==> src/rtl/key_conditioner.sv <==
// key_conditioner
// Per-key conditioning of raw push-button inputs: polarity normalisation,
// two-flop synchronisation, debounce, and a small per-channel state machine
// that produces single-cycle press, release and hold-to-repeat pulses.
// Every channel is an independent copy of the same slice; channels share
// only the clock and reset.
//
// There is no valid/ready handshake on this block. Pulse outputs are
// fire-and-forget strobes: each is high for exactly one clock cycle per
// event, and the consumer must sample every cycle.
//
// state_dbg exposes each channel's state register (2 bits per channel,
// channel i at [2*i +: 2]) so that external checkers can observe the FSM.

module key_conditioner #(
    parameter int NUM_KEYS        = 3,
    parameter int DEBOUNCE_CYCLES = 20000,
    parameter int HOLD_CYCLES     = 500000,
    parameter int REPEAT_CYCLES   = 100000,
    parameter bit KEY_ACTIVE_LOW  = 1'b0
) (
    input  logic                  clock,
    input  logic                  reset_n,
    input  logic [NUM_KEYS-1:0]   key_raw,
    output logic [NUM_KEYS-1:0]   key_level,
    output logic [NUM_KEYS-1:0]   press_pulse,
    output logic [NUM_KEYS-1:0]   release_pulse,
    output logic [NUM_KEYS-1:0]   repeat_pulse,
    output logic [NUM_KEYS-1:0]   action_pulse,
    output logic [2*NUM_KEYS-1:0] state_dbg
);

    // Debounce counter only ever needs to reach DEBOUNCE_CYCLES-1.
    localparam int DB_W   = $clog2(DEBOUNCE_CYCLES + 1);
    // One counter serves both the initial hold delay and the repeat period.
    localparam int HR_MAX = (HOLD_CYCLES > REPEAT_CYCLES) ? HOLD_CYCLES : REPEAT_CYCLES;
    localparam int HR_W   = $clog2(HR_MAX + 1);

    localparam logic [DB_W-1:0] DB_LAST     = DB_W'(DEBOUNCE_CYCLES - 1);
    localparam logic [HR_W-1:0] HOLD_LAST   = HR_W'(HOLD_CYCLES - 1);
    localparam logic [HR_W-1:0] REPEAT_LAST = HR_W'(REPEAT_CYCLES - 1);

    typedef enum logic [1:0] {
        ST_RELEASED     = 2'd0,
        ST_PRESS_HOLD   = 2'd1,
        ST_PRESS_REPEAT = 2'd2
    } chan_state_t;

    for (genvar i = 0; i < NUM_KEYS; i++) begin : g_chan

        // ---------------------------------------------------------------
        // Input side: normalise to 1 = pressed, then synchronise.
        // ---------------------------------------------------------------
        logic raw_norm;
        logic sync1_q;
        logic sync2_q;

        assign raw_norm = KEY_ACTIVE_LOW ? ~key_raw[i] : key_raw[i];

        // Two-flop synchroniser; cleared to the released level.
        always_ff @(posedge clock or negedge reset_n) begin
            if (!reset_n) begin
                sync1_q <= 1'b0;
                sync2_q <= 1'b0;
            end else begin
                sync1_q <= raw_norm;
                sync2_q <= sync1_q;
            end
        end

        // ---------------------------------------------------------------
        // Debounce: accept a new level only after DEBOUNCE_CYCLES
        // consecutive synchronised samples disagree with the current one.
        // ---------------------------------------------------------------
        logic            level_q;
        logic            level_d;
        logic [DB_W-1:0] db_cnt_q;
        logic [DB_W-1:0] db_cnt_d;
        logic            level_rise;
        logic            level_fall;

        // Next debounced level and run counter; any agreeing sample restarts the run.
        always_comb begin
            level_d  = level_q;
            db_cnt_d = '0;
            if (sync2_q != level_q) begin
                if (db_cnt_q == DB_LAST) begin
                    level_d = sync2_q;
                end else begin
                    db_cnt_d = db_cnt_q + 1'b1;
                end
            end
        end

        // Debounced level and run counter registers.
        always_ff @(posedge clock or negedge reset_n) begin
            if (!reset_n) begin
                level_q  <= 1'b0;
                db_cnt_q <= '0;
            end else begin
                level_q  <= level_d;
                db_cnt_q <= db_cnt_d;
            end
        end

        // Edges are taken from the next level so the pulses register on the
        // same clock edge that the level itself changes.
        assign level_rise = level_d & ~level_q;
        assign level_fall = ~level_d & level_q;

        // ---------------------------------------------------------------
        // Channel state machine with the shared hold/repeat counter.
        // ---------------------------------------------------------------
        chan_state_t     state_q;
        chan_state_t     state_d;
        logic [HR_W-1:0] hr_cnt_q;
        logic [HR_W-1:0] hr_cnt_d;
        logic            repeat_fire;

        // State register and hold/repeat counter.
        always_ff @(posedge clock or negedge reset_n) begin
            if (!reset_n) begin
                state_q  <= ST_RELEASED;
                hr_cnt_q <= '0;
            end else begin
                state_q  <= state_d;
                hr_cnt_q <= hr_cnt_d;
            end
        end

        // Next state, counter and repeat strobe; a falling level always wins
        // over a repeat that happens to be due on the same edge.
        always_comb begin
            state_d     = state_q;
            hr_cnt_d    = hr_cnt_q;
            repeat_fire = 1'b0;
            case (state_q)
                ST_RELEASED: begin
                    hr_cnt_d = '0;
                    if (level_rise) begin
                        state_d = ST_PRESS_HOLD;
                    end
                end
                ST_PRESS_HOLD: begin
                    if (level_fall) begin
                        state_d  = ST_RELEASED;
                        hr_cnt_d = '0;
                    end else if (hr_cnt_q == HOLD_LAST) begin
                        state_d     = ST_PRESS_REPEAT;
                        hr_cnt_d    = '0;
                        repeat_fire = 1'b1;
                    end else begin
                        hr_cnt_d = hr_cnt_q + 1'b1;
                    end
                end
                ST_PRESS_REPEAT: begin
                    if (level_fall) begin
                        state_d  = ST_RELEASED;
                        hr_cnt_d = '0;
                    end else if (hr_cnt_q == REPEAT_LAST) begin
                        hr_cnt_d    = '0;
                        repeat_fire = 1'b1;
                    end else begin
                        hr_cnt_d = hr_cnt_q + 1'b1;
                    end
                end
                default: begin
                    state_d  = ST_RELEASED;
                    hr_cnt_d = '0;
                end
            endcase
        end

        // ---------------------------------------------------------------
        // Registered pulse outputs.
        // ---------------------------------------------------------------
        logic press_q;
        logic release_q;
        logic repeat_q;
        logic action_q;

        // One-cycle strobes registered on the event edge.
        always_ff @(posedge clock or negedge reset_n) begin
            if (!reset_n) begin
                press_q   <= 1'b0;
                release_q <= 1'b0;
                repeat_q  <= 1'b0;
                action_q  <= 1'b0;
            end else begin
                press_q   <= level_rise;
                release_q <= level_fall;
                repeat_q  <= repeat_fire;
                action_q  <= level_rise | repeat_fire;
            end
        end

        assign key_level[i]         = level_q;
        assign press_pulse[i]       = press_q;
        assign release_pulse[i]     = release_q;
        assign repeat_pulse[i]      = repeat_q;
        assign action_pulse[i]      = action_q;
        assign state_dbg[2*i +: 2]  = state_q;
    end

endmodule

==> config.mk <==
export PLATFORM = sky130hd
export DESIGN_NAME = key_conditioner
export DESIGN_NICKNAME = d
export VERILOG_FILES = /design/src/rtl/key_conditioner.sv
export SDC_FILE = /design/constraint.sdc
export NUM_CORES = 1
export LEC_CHECK = 0
export ABC_AREA = 1
export CORE_UTILIZATION = 48
export CTS_BUF_LIST = sky130_fd_sc_hd__clkbuf_4
export CTS_CLUSTER_SIZE = 24
export DETAILED_ROUTE_END_ITERATION = 6
export GPL_ROUTABILITY_DRIVEN = 0
export GPL_TIMING_DRIVEN = 0
export PLACE_DENSITY = 0.66
export SYNTH_ARGS = -nofsm -noshare
export SYNTH_HDL_FRONTEND = slang
export SYNTH_SLANG_ARGS = --single-unit
==> constraint.sdc <==
create_clock -name clock -period 2.2 [get_ports clock]
set_input_delay 0.44 -clock clock [delete_from_list [all_inputs] [get_ports clock]]
set_output_delay 0.44 -clock clock [all_outputs]
set_load 0.05 [all_outputs]
; After elaboration in Yosys (flattened, before gate mapping)
; Index checks and enable logic that the tools add are counted.
[classes]
addsub = 6
eq_ne = 27
n_mux = 57
n_bitwise = 15
reduce_logical = 6
[ops]
columns = op, n
row1 = $mux W19, 12
row2 = $pmux W19 S2, 3
row3 = $mux W15, 6
row4 = $add A19 B1 Y19 const B, 3
row5 = $eq A19 B17 Y1 const B, 3
row6 = $eq A19 B19 Y1 const B, 3
row7 = $add A15 B1 Y15 const B, 3
row8 = $eq A15 B15 Y1 const B, 3
row9 = $mux W2, 12
row10 = $mux W1, 18
row11 = $pmux W2 S3, 3
row12 = $ne A2 B2 Y1 const B, 6
row13 = $ne A3 B3 Y1 const B, 3
row14 = $reduce_and A3 Y1, 3
row15 = $and A1 B1 Y1, 6
row16 = $eq A2 B1 Y1 const B, 3
row17 = $eq A2 B2 Y1 const B, 3
row18 = $logic_not A2 Y1, 3
row19 = $not A1 Y1, 6
row20 = $pmux W1 S2, 3
row21 = $ne A1 B1 Y1, 3
row22 = $or A1 B1 Y1, 3
[word_totals]
regBits = 129
input_bits = 5
out_inout_bits = 21
wordCells = 141

; Logic depth before layout (Yosys ltp)
; Gate-level depths: netlist of run 1.
[depth]
depth_word = 8
depth_mapped = 10
mapped_depth_nobuf = 10

; Worst setup path before layout of run 1
; OpenSTA, ideal clock, no wires.
[synth_timing]
path_kind = register to register
startpoint = register g_chan[0].hr_cnt_q[0]
endpoint = register g_chan[0].hr_cnt_q[0]
setup_time_ns = 0.121
t_arrival_ns = 1.470
required_ns = 2.079
setup_slack_ns = 0.609
stages_incl_launch_ff = 10
path_buffers = 1
synth_period_minus_slack_ns = 1.591
cell_sequence = dfrtp_1 > ha_1 > nand3_1 > nor2_1 > nand3_1 > nand3_2 > nand2_2 > nand2_4 > buf_8 > nor2_2
[synth_between]
elab_chain_len = 4
word_cells_on_any_way = 8
cone_classes = add/sub: 1 / eq/ne: 2 / mux: 5
[synth_rtl]
columns = item, line_no
row1 = start: declaration, 116  ; logic [HR_W-1:0] hr_cnt_q;
row2 = start signal: assignment, 127  ; hr_cnt_q <= hr_cnt_d;
row3 = $add A19 B1 Y19 (tied with other cells), "153, 164"
row4 = $mux W19 (on tied branches), "160, 148"
row5 = $mux W19 (on tied branches), "157, 145"
row6 = $pmux W19 S2 *, 137  ; case (state_q)
row7 = net g_chan[0].hr_cnt_d[0], 117  ; logic [HR_W-1:0] hr_cnt_d;
; Mark *: on every way through the listed nets, which the timed path passes. The rest lies on a longest branch.
; A chain may end at the register's enable or synchronous reset.

; Worst setup path after layout of run 1
[layout_timing]
startpoint = register g_chan[0].level_q
endpoint = output port key_level[0]
[layout_lines]
columns = item, line_no
row1 = start: declaration, 75  ; logic level_q;
row2 = start signal: assignment, 101  ; level_q <= level_d;
row3 = end: declaration, 25  ; output logic [NUM_KEYS-1:0] key_level,
; No word-level cell between the ends.

==> impl_summary.log, run 1 <==
[metrics] mux cell area share after synthesis: 0%
[metrics] ratio of routed vias to standard cells: 4.89
[metrics] count of state elements after synthesis: 129
[metrics] maximum level of the CTS H-tree: 4
[metrics] share of cells above drive strength 1: 10.4%
[metrics] FMAX: 488 MHz
[metrics] vias in the first global route: 5338
[metrics] synthesized-area fraction occupied by adder cells: 2.60%
[metrics] die extent in y: 125 um
[metrics] number of max-cap violations: 0
[metrics] iteration-0 DRC count of the detailed router: 400
[metrics] share of synthesized area occupied by flip-flops and latches: 44.7%
[metrics] ranking of synthesized cells by area: sky130_fd_sc_hd__dfrtp_1, sky130_fd_sc_hd__nor2_1, sky130_fd_sc_hd__nand2_1
[metrics] remaining number of nets flagged by the antenna check after routing: 0
[metrics] maximum number of pins on one net before global-route repair: 77
[metrics] minimum clock period: 2.05 ns
[metrics] share of the synthesized area in the top cell type: 44.7%
[metrics] fraction of the cycle the final worst path needs: 93.1%
[metrics] row count: 44
[metrics] Clk Tree Root Cell: sky130_fd_sc_hd__clkbuf_4
[metrics] Total Die Area: 15500 sq um
[metrics] count of vias placed by the detailed router: 5716
[metrics] required time at the worst-slack endpoint: 1.76 ns
[metrics] top flip-flop cell by instance count after synthesis: sky130_fd_sc_hd__dfrtp_1
[metrics] Post-CTS Setup Repair Bufs: 0
[metrics] global route total overflow: 0
[metrics] number of instances in the synthesized netlist: 925
[metrics] arrival time reported for the critical path endpoint: 1.61 ns
[metrics] Setup Viol. Count Final: 0
[metrics] cell count of the worst reg-to-reg path: 9
[metrics] flip-flop and latch area: 3230 sq um
[metrics] count of flip-flops with a built-in enable after synthesis: 0
[metrics] post-synth net total: 945
[metrics] minimum hold slack: 0.315 ns
[metrics] TritonCTS sink count: 129
[metrics] clock edge transition at the registers on the reported setup and hold paths: 0.12 ns
[metrics] number of nets in the finished design: 991
[metrics] final hold violation count: 0
[metrics] Compound-Gate Fraction of Synth Area: 3.81%
[metrics] layout overhead on the synthesized area: 11.5%
[metrics] number of buffers added on ports: 25
[metrics] Clock Power Share: 43.0%
[metrics] FF-to-FF End: g_chan[0].hr_cnt_q[12]
[metrics] Max rail drop VDD: 0.000558 V
[metrics] Flop pwr share: 54.6%
[metrics] RSZ-0062 raised after global routing: no
[metrics] antenna violations before repair: 1
[metrics] first-pass GRT wire length: 24400 um
[metrics] proportion of power drawn by combinational gates: 2.5%
[metrics] area occupied by multi-input gates: 3370 sq um
[metrics] Yosys warnings: 0
[metrics] final core area utilization: 55.2%
[metrics] I/O pin total: 26
[metrics] Min-Delay Path Class: primary input to flip-flop
[metrics] Routed wire per std cell: 11.7 um
[metrics] leakage power total: 3.64 nW
[metrics] cell accounting for the most synthesized area: sky130_fd_sc_hd__dfrtp_1
[metrics] launching element of the worst setup path: g_chan[0].level_q
[metrics] Critical Setup Path Class: flip-flop to output pin
[metrics] Mean Syn Cell Area: 7.80 sq um
[metrics] Slew Limit Fails: 0
[metrics] XOR/XNOR share of the synthesized area: 5.70%
[metrics] placeable core region: 14600 sq um
[metrics] Synth cell types: 35
[metrics] clock tree from TritonCTS: built
[metrics] internal power component: 3.44 mW
[metrics] met3 track demand over resource in global routing: 4.38%
[metrics] cell total after placement: 1135
[metrics] Initial DRT Pass Iterations: 7
[metrics] tightest slew margin relative to the limit: 65.4%
[metrics] Inserted Clock Buffers: 17
[metrics] most repeated cell in the gate-level netlist after synthesis: sky130_fd_sc_hd__nor2_1
[metrics] Die X: 125 um
[metrics] Switch Pwr: 0.960 mW
[metrics] Post-Synthesis Cell Area: 7220 sq um
[metrics] main combinational cell family by area after synthesis: simple AND/OR/NAND/NOR gates
[metrics] total global routing track utilization: 19.2%
[metrics] Worst setup EP type: output pin
[metrics] number of inserted filler cells in the final layout: 1408
[metrics] clock buffer depth: 2
[metrics] Residual DRC: 0
[metrics] clock insertion delay at the later pin of the skew report: 0.55 ns
[metrics] routing layer with the top usage in global route: met2
[metrics] routing usage on met2: 29.5%
[metrics] area fraction in and, or, nand and nor cells after synthesis: 34.5%
[metrics] starting density of the core: 49.5%
[metrics] leading cell types by count after synthesis: sky130_fd_sc_hd__nor2_1, sky130_fd_sc_hd__nand2_1, sky130_fd_sc_hd__dfrtp_1, sky130_fd_sc_hd__inv_1, sky130_fd_sc_hd__nand3_1
[metrics] power per standard cell area: 547 nW/um^2
[metrics] outcome: complete, no violations
[metrics] setup slack on the worst flop-to-flop path: 0.24 ns
[metrics] Switching Fraction: 21.8%
[metrics] launching point of the worst reg2reg path: g_chan[0].hr_cnt_q[0]
[metrics] end of the critical path: key_level[0]
[metrics] share of synthesized flip-flops with an asynchronous set or reset: 100%
[metrics] largest driver fanout on the critical path: 4
[metrics] actual transition at the worst max-transition pin: 0.516 ns
[metrics] HPWL reported at the end of detailed placement: 9940 um
[metrics] worst setup skew after layout: 0.0129 ns
[metrics] global-route met1 utilization: 26.8%
[metrics] final std cells w/o fill: 1169
[metrics] type of origin of the critical path: flip-flop
[metrics] total wirelength of the detailed-routed design: 13700 um
[metrics by stage]
step           power [mW]  TNS, ns  cell area (sq um)  setup WS [ns]
2_1_floorplan        2.49        0               7220          0.609
3_3_place_gp         2.56  -580.85               7700          -4.51
3_5_place_dp         2.56        0               7730          0.266
4_1_cts              4.48        0               8050         0.0869
5_1_grt              4.59        0               8050         0.0298
6_report             4.40        0               8050          0.153
[worst min path at each step]
stage,from,end,slack (ns),depth (start not counted)
after global routing,key_raw[2],g_chan[2].sync1_q,0.27,1
after CTS,key_raw[0],g_chan[0].sync1_q,0.28,1
after floorplan,reset_n,g_chan[0].action_q,0.14,0
after detailed placement,g_chan[2].sync1_q,g_chan[2].sync2_q,0.34,0
after global placement,g_chan[2].sync1_q,g_chan[2].sync2_q,0.33,0
final,key_raw[0],g_chan[0].sync1_q,0.32,1
[worst max-delay path: stages (launching register included)]
cell and delay, ns:
sky130_fd_sc_hd__dfrtp_1 0.43, sky130_fd_sc_hd__buf_4 0.13, sky130_fd_sc_hd__dlygate4sd2_1 0.51
[layer usage]
metal,vias up,wire length (um)
li1,3010,-
met1,2601,7050
met2,88,5990
met3,17,456
met4,0,194
met5,-,0
[kinds of logic after synthesis]
group | Yosys count
AND/OR/NAND/NOR | 542
adder cells (fa/ha/maj) | 15
buffers and inverters | 144
flip-flops | 129
AO/OA/AOI/OAI | 48
XOR/XNOR | 47
[layout by cell type, fill, tap and decap left out, types with 3 or more instances in the layout]
| master | count |
|---|---|
| sky130_fd_sc_hd__a21oi_1 | 16 |
| sky130_fd_sc_hd__a21oi_2 | 3 |
| sky130_fd_sc_hd__buf_4 | 15 |
| sky130_fd_sc_hd__buf_6 | 3 |
| sky130_fd_sc_hd__bufinv_16 | 5 |
| sky130_fd_sc_hd__clkbuf_4 | 19 |
| sky130_fd_sc_hd__clkdlybuf4s50_1 | 3 |
| sky130_fd_sc_hd__clkinv_1 | 4 |
| sky130_fd_sc_hd__dfrtp_1 | 129 |
| sky130_fd_sc_hd__dlygate4sd2_1 | 21 |
| sky130_fd_sc_hd__ha_1 | 15 |
| sky130_fd_sc_hd__inv_1 | 124 |
| sky130_fd_sc_hd__nand2_1 | 179 |
| sky130_fd_sc_hd__nand2_4 | 4 |
| sky130_fd_sc_hd__nand3_1 | 68 |
| sky130_fd_sc_hd__nand3_2 | 10 |
| sky130_fd_sc_hd__nand3b_1 | 5 |
| sky130_fd_sc_hd__nand4_1 | 29 |
| sky130_fd_sc_hd__nor2_1 | 181 |
| sky130_fd_sc_hd__nor2_2 | 26 |
| sky130_fd_sc_hd__nor2_4 | 3 |
| sky130_fd_sc_hd__nor3_1 | 23 |
| sky130_fd_sc_hd__nor3b_1 | 8 |
| sky130_fd_sc_hd__o21ai_0 | 21 |
| sky130_fd_sc_hd__xnor2_1 | 9 |
| sky130_fd_sc_hd__xor2_1 | 38 |
[area by class of cell]
type	count	share of cell area (%)
buffer	19	1.93
tap	184	2.86
multi-input combinational	652	41.8
inverter	125	5.83
antenna	1	0.0311
sequential	129	40.1
clock inverter	13	2.38
timing repair buffer	27	3.26
clock buffer	19	1.77
[power groups by stage]
stage          Clock, mW  Sequential, mW  Combinational, mW
2_1_floorplan          0            2.45             0.0435
3_3_place_gp           0            2.45              0.108
3_5_place_dp           0            2.45              0.115
4_1_cts             1.96            2.40              0.117
5_1_grt             2.05            2.41              0.134
6_report            1.89            2.40              0.110
[flip-flops by register name, summed over array words and instances (netlist names)]
name	cells
g_chan.level_q	3
g_chan.action_q	3
g_chan.release_q	3
g_chan.hr_cnt_q	57
g_chan.repeat_q	3
g_chan.sync2_q	3
g_chan.db_cnt_q	45
g_chan.sync1_q	3
g_chan.press_q	3
g_chan.state_q	6
[timing repair]
item,CTS,global route
gates resized for setup,21,0
hold buffers,1,0
endpoints found under the hold margin,53,0
setup endpoints to repair,21,0
Note: power is estimated with default switching activity, not from simulation.
==> inputs of run 2 (changes only) <==
Settings changed: ABC_CLOCK_PERIOD_IN_PS set to 2200, CORE_MARGIN set to 3.
==> run 2 against run 1 <==
Effect of this change: clock power fell by 22%; final area down 1.0%; highest routed layer unchanged; flip-flop and latch count unchanged; die area increased by 6.5%; critical path depth did not move.
==> impl_summary.log, run 2 (synthesis gave the netlist of run 1 again) <==
[metrics] Hold Crit Start: key_raw[2] (was key_raw[0])
[metrics] FMAX: 493 MHz (was 488 MHz)
[metrics] Min-Delay Path Class: primary input to flip-flop (unchanged)
[metrics] maximum number of pins on one net before global-route repair: 75 (was 77)
[metrics] number of buffers added on ports: 25 (unchanged)
[metrics] number of flip-flops under the largest register name: 57 (unchanged)
[metrics] Total Die Area: 16500 sq um (was 15500 sq um)
[metrics] setup slack on the worst flop-to-flop path: 0.28 ns (was 0.24 ns)
[metrics] TritonCTS sink count: 129 (unchanged)
[metrics] minimum hold slack: 0.334 ns (was 0.315 ns)
[metrics] Inserted Clock Buffers: 17 (unchanged)
[metrics] Crit path largest cell delay: 0.51 ns (about the same)
[metrics] Critical Setup Path Class: flip-flop to output pin (unchanged)
[metrics] die extent in y: 129 um (was 125 um)
[metrics] vias in the first global route: 5351 (was 5338)
[metrics] antenna violations before repair: 1 (unchanged)
[metrics] starting density of the core: 49.3% (was 49.5%)
[metrics] maximum level of the CTS H-tree: 4 (unchanged)
[metrics] largest driver fanout on the critical path: 4 (unchanged)
[metrics] cell chain of the critical path: buf_4 -> dlygate4sd2_1 (unchanged)
[metrics] minimum clock period: 2.03 ns (was 2.05 ns)
[metrics] sum of negative setup slack: 0 ns (unchanged)
[metrics] RSZ-0062 raised after global routing: no (unchanged)
[metrics] remaining number of nets flagged by the antenna check after routing: 0 (unchanged)
[metrics] Setup Viol. Count Final: 0 (unchanged)
[metrics] final hold violation count: 0 (unchanged)
[metrics] layout overhead on the synthesized area: 10.4% (was 11.5%)
[metrics] clock edge transition at the registers on the reported setup and hold paths: 0.13 ns (was 0.12 ns)
[metrics] clock tree from TritonCTS: built (unchanged)
[metrics] number of nets in the finished design: 991 (unchanged)
[metrics] Residual DRC: 0 (unchanged)
[metrics] number of max-cap violations: 0 (unchanged)
[metrics] arrival time reported for the critical path endpoint: 1.59 ns (was 1.61 ns)
[metrics] iteration-0 DRC count of the detailed router: 414 (was 400)
[metrics] Switch Pwr: 0.996 mW (was 0.960 mW)
[metrics] Cell Area, Placed: 7730 sq um (unchanged)
[metrics] HPWL reported at the end of detailed placement: 9950 um (was 9940 um)
[metrics] cell count of the worst reg-to-reg path: 9 (unchanged)
[metrics] total wirelength of the detailed-routed design: 13600 um (was 13700 um)
[metrics] total met2 wirelength after detailed routing: 5980 um (was 5990 um)
[metrics] Max rail drop VDD: 0.000300 V (was 0.000558 V)
[metrics] worst setup skew after layout: 0.0186 ns (was 0.0129 ns)
[metrics] Design Power: 3.98 mW (was 4.40 mW)
[metrics] commonest non-fill, non-tap cell in the layout: sky130_fd_sc_hd__nor2_1 (unchanged)
[metrics] global route total overflow: 0 (unchanged)
[metrics] required time at the worst-slack endpoint: 1.76 ns (about the same)
[metrics] total global routing track utilization: 17.7% (was 19.2%)
[metrics] power per standard cell area: 500 nW/um^2 (was 547 nW/um^2)
[metrics] largest register by flop count: g_chan.hr_cnt_q (unchanged)
[metrics] fraction of the cycle the final worst path needs: 92.2% (was 93.1%)
[metrics] internal power component: 2.98 mW (was 3.44 mW)
[metrics] count of vias placed by the detailed router: 5710 (was 5716)
[metrics] clock buffer depth: 2 (unchanged)
[metrics] Post-CTS Setup Repair Bufs: 0 (unchanged)
[metrics] Routed wire per std cell: 11.7 um (about the same)
[metrics] Switching Fraction: 25.0% (was 21.8%)
[metrics] placeable core region: 14600 sq um (about the same)
[metrics] final std cells w/o fill: 1169 (unchanged)
[metrics] Detail Route met3 WL: 561 um (was 456 um)
[metrics] outcome: complete, no violations (unchanged)
[metrics] I/O pin total: 26 (unchanged)
[metrics] leakage power total: 3.59 nW (was 3.64 nW)
[metrics] slowest CP cell: sky130_fd_sc_hd__dlygate4sd2_1 (unchanged)
[metrics] Finished Cell Area: 7970 sq um (was 8050 sq um)
[metrics] tightest slew margin relative to the limit: 65.5% (was 65.4%)
[metrics] proportion of power drawn by combinational gates: 2.8% (was 2.5%)
[metrics] commonest non-fill, non-tap cells in the layout: sky130_fd_sc_hd__nor2_1, sky130_fd_sc_hd__nand2_1, sky130_fd_sc_hd__dfrtp_1 (unchanged)
[metrics] share of cells above drive strength 1: 10.7% (was 10.4%)
[metrics] registers with the most flip-flops: g_chan.hr_cnt_q: 57 flops, g_chan.db_cnt_q: 45 flops, g_chan.state_q: 6 flops (unchanged)
[metrics] ratio of routed vias to standard cells: 4.88 (was 4.89)
[metrics] Initial DRT Pass Iterations: 5 (was 7)
[metrics] Clock Power Share: 36.8% (was 43.0%)
[metrics] Worst setup EP type: output pin (unchanged)
[metrics] Slew Limit Fails: 0 (unchanged)
[metrics] type of origin of the critical path: flip-flop (unchanged)
[metrics] Flop pwr share: 60.4% (was 54.6%)
[metrics] cell total after placement: 1135 (unchanged)
[metrics] endpoint of the worst hold-timing path: g_chan[2].sync1_q (was g_chan[0].sync1_q)
[metrics] top metal layer carrying routed signals: met4 (unchanged)
[metrics] launching point of the worst reg2reg path: g_chan[0].hr_cnt_q[0] (unchanged)
[metrics] met1 routed wirelength after detailed routing: 6920 um (was 7050 um)
[metrics] clock insertion delay at the later pin of the skew report: 0.54 ns (was 0.55 ns)
[metrics] FF-to-FF End: g_chan[0].hr_cnt_q[11] (was g_chan[0].hr_cnt_q[12])
[metrics] actual transition at the worst max-transition pin: 0.517 ns (was 0.516 ns)
[metrics] row count: 44 (unchanged)
[metrics] Clk Tree Root Cell: sky130_fd_sc_hd__clkbuf_4 (unchanged)
[metrics] cell depth of the worst min-delay path: 1 (unchanged)
[metrics] first-pass GRT wire length: 24000 um (was 24400 um)
[metrics] Die X: 129 um (was 125 um)
run 2: power groups by stage:
stage,Clock [mW],Sequential [mW],Combinational (mW)
2_1_floorplan,0,2.45,0.0435
3_3_place_gp,0,2.45,0.108
3_5_place_dp,0,2.45,0.115
4_1_cts,1.55,2.40,0.118
5_1_grt,1.66,2.41,0.133
6_report,1.47,2.40,0.111
run 2: layer usage:
layer / vias up / global-route usage [%]
li1: 3003 / -
met1: 2594 / 24.9
met2: 98 / 26.9
met3: 15 / 4.98
met4: 0 / 4.94
met5: - / 0
run 2: stage by stage:
step	setup WS (ns)	util (%)
5_1_grt	0.0501	54.4
4_1_cts	0.115	54.4
3_3_place_gp	-4.50	52.6
3_5_place_dp	0.290	52.8
2_1_floorplan	0.609	-
6_report	0.172	54.4
run 2: repair_timing:
action                                 in CTS  in global routing
resized for setup                          21                  0
setup endpoints to repair                  21                  0
endpoints found under the hold margin      55                  0
hold buffers                                1                  0
run 2: worst max path at each step:
stage                              to  slack (ns)                  start  cells past startpoint
6_report                 key_level[0]        0.17      g_chan[0].level_q                      2
2_1_floorplan   g_chan[0].hr_cnt_q[0]        0.61  g_chan[0].hr_cnt_q[0]                      9
3_3_place_gp   g_chan[1].hr_cnt_q[17]       -4.50                reset_n                      1
5_1_grt         g_chan[0].hr_cnt_q[0]        0.05  g_chan[0].hr_cnt_q[0]                      9
4_1_cts                  key_level[0]        0.11      g_chan[0].level_q                      2
3_5_place_dp   g_chan[0].hr_cnt_q[11]        0.29  g_chan[0].hr_cnt_q[0]                      9
run 2: critical path, delay by kind of cell, from the launching register on:
family   cells  cell delay, ns
buf+inv      2            0.64
flops        1            0.43
run 2: final cells by class:
cell class,instances,area (sq um)
diodes,1,2.50
plain buffers,19,155
clock buffers,18,135
clock inverters,14,118
fillers,1416,6680
inverters,125,469
multi-input cells,652,3370
flip-flops and latches,129,3230
well taps,184,230
repair buffers,27,263
==> inputs of run 3 (changes only) <==
Settings changed: RECOVER_POWER set to 50.
==> run 3 against run 2 <==
Effect of this change: clock power hardly changed; core utilization is 0.077 points lower; clock skew hardly changed; final area is 0.14% lower; combinational power hardly changed; clock-buffer cell count stayed put; routed wire length is 0.15% lower; largest cell class unchanged; largest power group unchanged.
==> impl_summary.log, run 3 (synthesis gave the netlist of run 1 again) <==
[metrics] outcome: complete, no violations (unchanged)
[metrics] Total Die Area: 16500 sq um (unchanged)
[metrics] Clk Tree Root Cell: sky130_fd_sc_hd__clkbuf_4 (unchanged)
[metrics] FF-to-FF End: g_chan[0].hr_cnt_q[11] (unchanged)
[metrics] total wirelength of the detailed-routed design: 13600 um (about the same)
[metrics] largest register by flop count: g_chan.hr_cnt_q (unchanged)
[metrics] required time at the worst-slack endpoint: 1.76 ns (about the same)
[metrics] row count: 44 (unchanged)
[metrics] arrival time reported for the critical path endpoint: 1.59 ns (about the same)
[metrics] FMAX: 493 MHz (about the same)
[metrics] worst setup skew after layout: 0.0186 ns (about the same)
[metrics] type of origin of the critical path: flip-flop (unchanged)
[metrics] Switch Pwr: 0.995 mW (was 0.996 mW)
[metrics] maximum number of pins on one net before global-route repair: 75 (unchanged)
[metrics] setup slack on the worst flop-to-flop path: 0.28 ns (about the same)
[metrics] min setup slack post-route: 0.172 ns (about the same)
[metrics] Crit path largest cell delay: 0.51 ns (about the same)
[metrics] maximum level of the CTS H-tree: 4 (unchanged)
[metrics] Min-Delay Path Class: flip-flop to flip-flop (was primary input to flip-flop)
[metrics] largest driver fanout on the critical path: 4 (unchanged)
[metrics] internal power component: 2.98 mW (about the same)
[metrics] Hold Crit Start: g_chan[1].sync1_q (was key_raw[2])
[metrics] global route total overflow: 0 (unchanged)
[metrics] Die X: 129 um (unchanged)
[metrics] fraction of the cycle the final worst path needs: 92.2% (about the same)
[metrics] share of cells above drive strength 1: 10.6% (was 10.7%)
[metrics] clock tree from TritonCTS: built (unchanged)
[metrics] endpoint of the worst hold-timing path: g_chan[1].sync2_q (was g_chan[2].sync1_q)
[metrics] Inserted Clock Buffers: 17 (unchanged)
[metrics] die extent in y: 129 um (unchanged)
[metrics] launching point of the worst reg2reg path: g_chan[0].hr_cnt_q[0] (unchanged)
[metrics] Setup Viol. Count Final: 0 (unchanged)
[metrics] gate family responsible for the most delay along the worst path: buffers and inverters (unchanged)
[metrics] vias in the first global route: 5351 (unchanged)
[metrics] registers with the most flip-flops: g_chan.hr_cnt_q: 57 flops, g_chan.db_cnt_q: 45 flops, g_chan.state_q: 6 flops (unchanged)
[metrics] HPWL reported at the end of detailed placement: 9950 um (unchanged)
[metrics] commonest non-fill, non-tap cell in the layout: sky130_fd_sc_hd__nor2_1 (unchanged)
[metrics] final core area utilization: 54.3% (was 54.4%)
[metrics] Finished Cell Area: 7960 sq um (was 7970 sq um)
[metrics] starting density of the core: 49.3% (unchanged)
[metrics] number of nets in the finished design: 991 (unchanged)
[metrics] Worst setup EP type: output pin (unchanged)
[metrics] Max rail drop VDD: 0.000300 V (about the same)
[metrics] Slew Limit Fails: 0 (unchanged)
[metrics] TritonCTS sink count: 129 (unchanged)
[metrics] iteration-0 DRC count of the detailed router: 413 (was 414)
[metrics] actual transition at the worst max-transition pin: 1.39 ns (was 0.517 ns)
[metrics] commonest non-fill, non-tap cells in the layout: sky130_fd_sc_hd__nor2_1, sky130_fd_sc_hd__nand2_1, sky130_fd_sc_hd__dfrtp_1 (unchanged)
[metrics] worst path bufs/invs: 2 (unchanged)
[metrics] pre-CTS setup slack: 0.290 ns (unchanged)
[metrics] first-pass GRT wire length: 24000 um (unchanged)
[metrics] Initial DRT Pass Iterations: 5 (unchanged)
[metrics] I/O pin total: 26 (unchanged)
[metrics] Routed wire per std cell: 11.6 um (was 11.7 um)
[metrics] number of inserted filler cells in the final layout: 1418 (was 1416)
[metrics] RSZ-0062 raised after global routing: no (unchanged)
[metrics] proportion of power drawn by combinational gates: 2.7% (was 2.8%)
[metrics] number of max-cap violations: 0 (unchanged)
[metrics] antenna violations before repair: 1 (unchanged)
[metrics] cell depth of the worst min-delay path: 0 (was 1)
[metrics] Post-CTS Setup Repair Bufs: 0 (unchanged)
[metrics] Flop pwr share: 60.4% (about the same)
[metrics] leakage power total: 3.59 nW (about the same)
[metrics] placeable core region: 14600 sq um (unchanged)
[metrics] remaining number of nets flagged by the antenna check after routing: 0 (unchanged)
[metrics] total global routing track utilization: 17.7% (unchanged)
[metrics] Clock Power Share: 36.9% (was 36.8%)
[metrics] final hold violation count: 0 (unchanged)
[metrics] minimum clock period: 2.03 ns (about the same)
[metrics] power per standard cell area: 500 nW/um^2 (about the same)
[metrics] cell count of the worst reg-to-reg path: 9 (unchanged)
[metrics] count of vias placed by the detailed router: 5701 (was 5710)
[metrics] ratio of routed vias to standard cells: 4.88 (about the same)
[metrics] clock edge transition at the registers on the reported setup and hold paths: 0.12 ns (was 0.13 ns)
[metrics] number of flip-flops under the largest register name: 57 (unchanged)
[metrics] Residual DRC: 0 (unchanged)
[metrics] tightest slew margin relative to the limit: 7.14% (was 65.5%)
[metrics] Critical Setup Path Class: flip-flop to output pin (unchanged)
[metrics] Switching Fraction: 25.0% (about the same)
[metrics] clock insertion delay at the later pin of the skew report: 0.54 ns (about the same)
[metrics] layout overhead on the synthesized area: 10.2% (was 10.4%)
[metrics] clock buffer depth: 2 (unchanged)
[metrics] number of buffers added on ports: 25 (unchanged)
[metrics] cell chain of the critical path: buf_4 -> dlygate4sd2_1 (unchanged)
[metrics] slowest CP cell: sky130_fd_sc_hd__dlygate4sd2_1 (unchanged)
[metrics] Cell Area, Placed: 7730 sq um (unchanged)
[metrics] Design Power: 3.98 mW (about the same)
[run 3: cell count changes in the layout (fill, tap and decap cells not counted)]
| cell | previous run | this run |
|---|---|---|
| sky130_fd_sc_hd__clkbuf_2 | 0 | 1 |
| sky130_fd_sc_hd__nand3_2 | 10 | 9 |
| sky130_fd_sc_hd__clkdlybuf4s50_1 | 3 | 0 |
| sky130_fd_sc_hd__dlygate4sd3_1 | 1 | 4 |
| sky130_fd_sc_hd__buf_6 | 3 | 2 |
| sky130_fd_sc_hd__nand3_1 | 68 | 69 |
[run 3: power groups by stage]
stage,clock [mW],combinational (mW),sequential [mW]
after detailed placement,0,0.115,2.45
after floorplan,0,0.0435,2.45
final,1.47,0.109,2.40
after global placement,0,0.108,2.45
after CTS,1.55,0.118,2.40
after global routing,1.66,0.131,2.41
[run 3: cell type report]
class	count	area, sq um	area share (%)
tap	184	230	2.89
clock buffer	18	135	1.70
multi-input combinational	652	3360	42.2
sequential	129	3230	40.6
buffer	19	155	1.95
inverter	125	469	5.90
clock inverter	14	118	1.48
antenna	1	2.50	0.0315
timing repair buffer	27	256	3.22
[run 3: worst max-delay path by stage]
stage,from,end,cells after the start
after floorplan,g_chan[0].hr_cnt_q[0],g_chan[0].hr_cnt_q[0],9
after global placement,reset_n,g_chan[1].hr_cnt_q[17],1
after detailed placement,g_chan[0].hr_cnt_q[0],g_chan[0].hr_cnt_q[11],9
after CTS,g_chan[0].level_q,key_level[0],2
after global routing,g_chan[0].hr_cnt_q[0],g_chan[0].hr_cnt_q[0],9
final,g_chan[0].level_q,key_level[0],2
[run 3: worst register-to-register path, stage by stage (launching register included)]
cell                      delay (ns)
sky130_fd_sc_hd__dfrtp_1        0.47
sky130_fd_sc_hd__ha_1           0.28
sky130_fd_sc_hd__nand3_1        0.23
sky130_fd_sc_hd__nor2_1         0.16
sky130_fd_sc_hd__nand3_1        0.14
sky130_fd_sc_hd__nand3_2        0.14
sky130_fd_sc_hd__nand2_2        0.07
sky130_fd_sc_hd__nand2_4        0.12
sky130_fd_sc_hd__buf_8          0.18
sky130_fd_sc_hd__nor2_2         0.04
[run 3: metal layers]
layer,track usage [%],vias to the layer above,routed length (um)
met5,0,-,0
met4,4.94,0,166
met3,4.98,15,554
met2,26.9,90,5980
met1,24.9,2592,6900
li1,-,3004,-
[run 3: timing repair]
action,4_1_cts,5_1_grt
gates resized for setup,21,0
hold buffers,1,0
endpoints found under the hold margin,55,0
endpoints found under the setup margin,21,0
[run 3: metrics by stage]
step	setup TNS, ns	instances	hold WS [ns]
6_report	0	1169	0.363
5_1_grt	0	1169	0.384
4_1_cts	0	1168	0.288
3_5_place_dp	0	1135	0.340
3_3_place_gp	-579.64	1134	0.334
2_1_floorplan	0	925	0.144
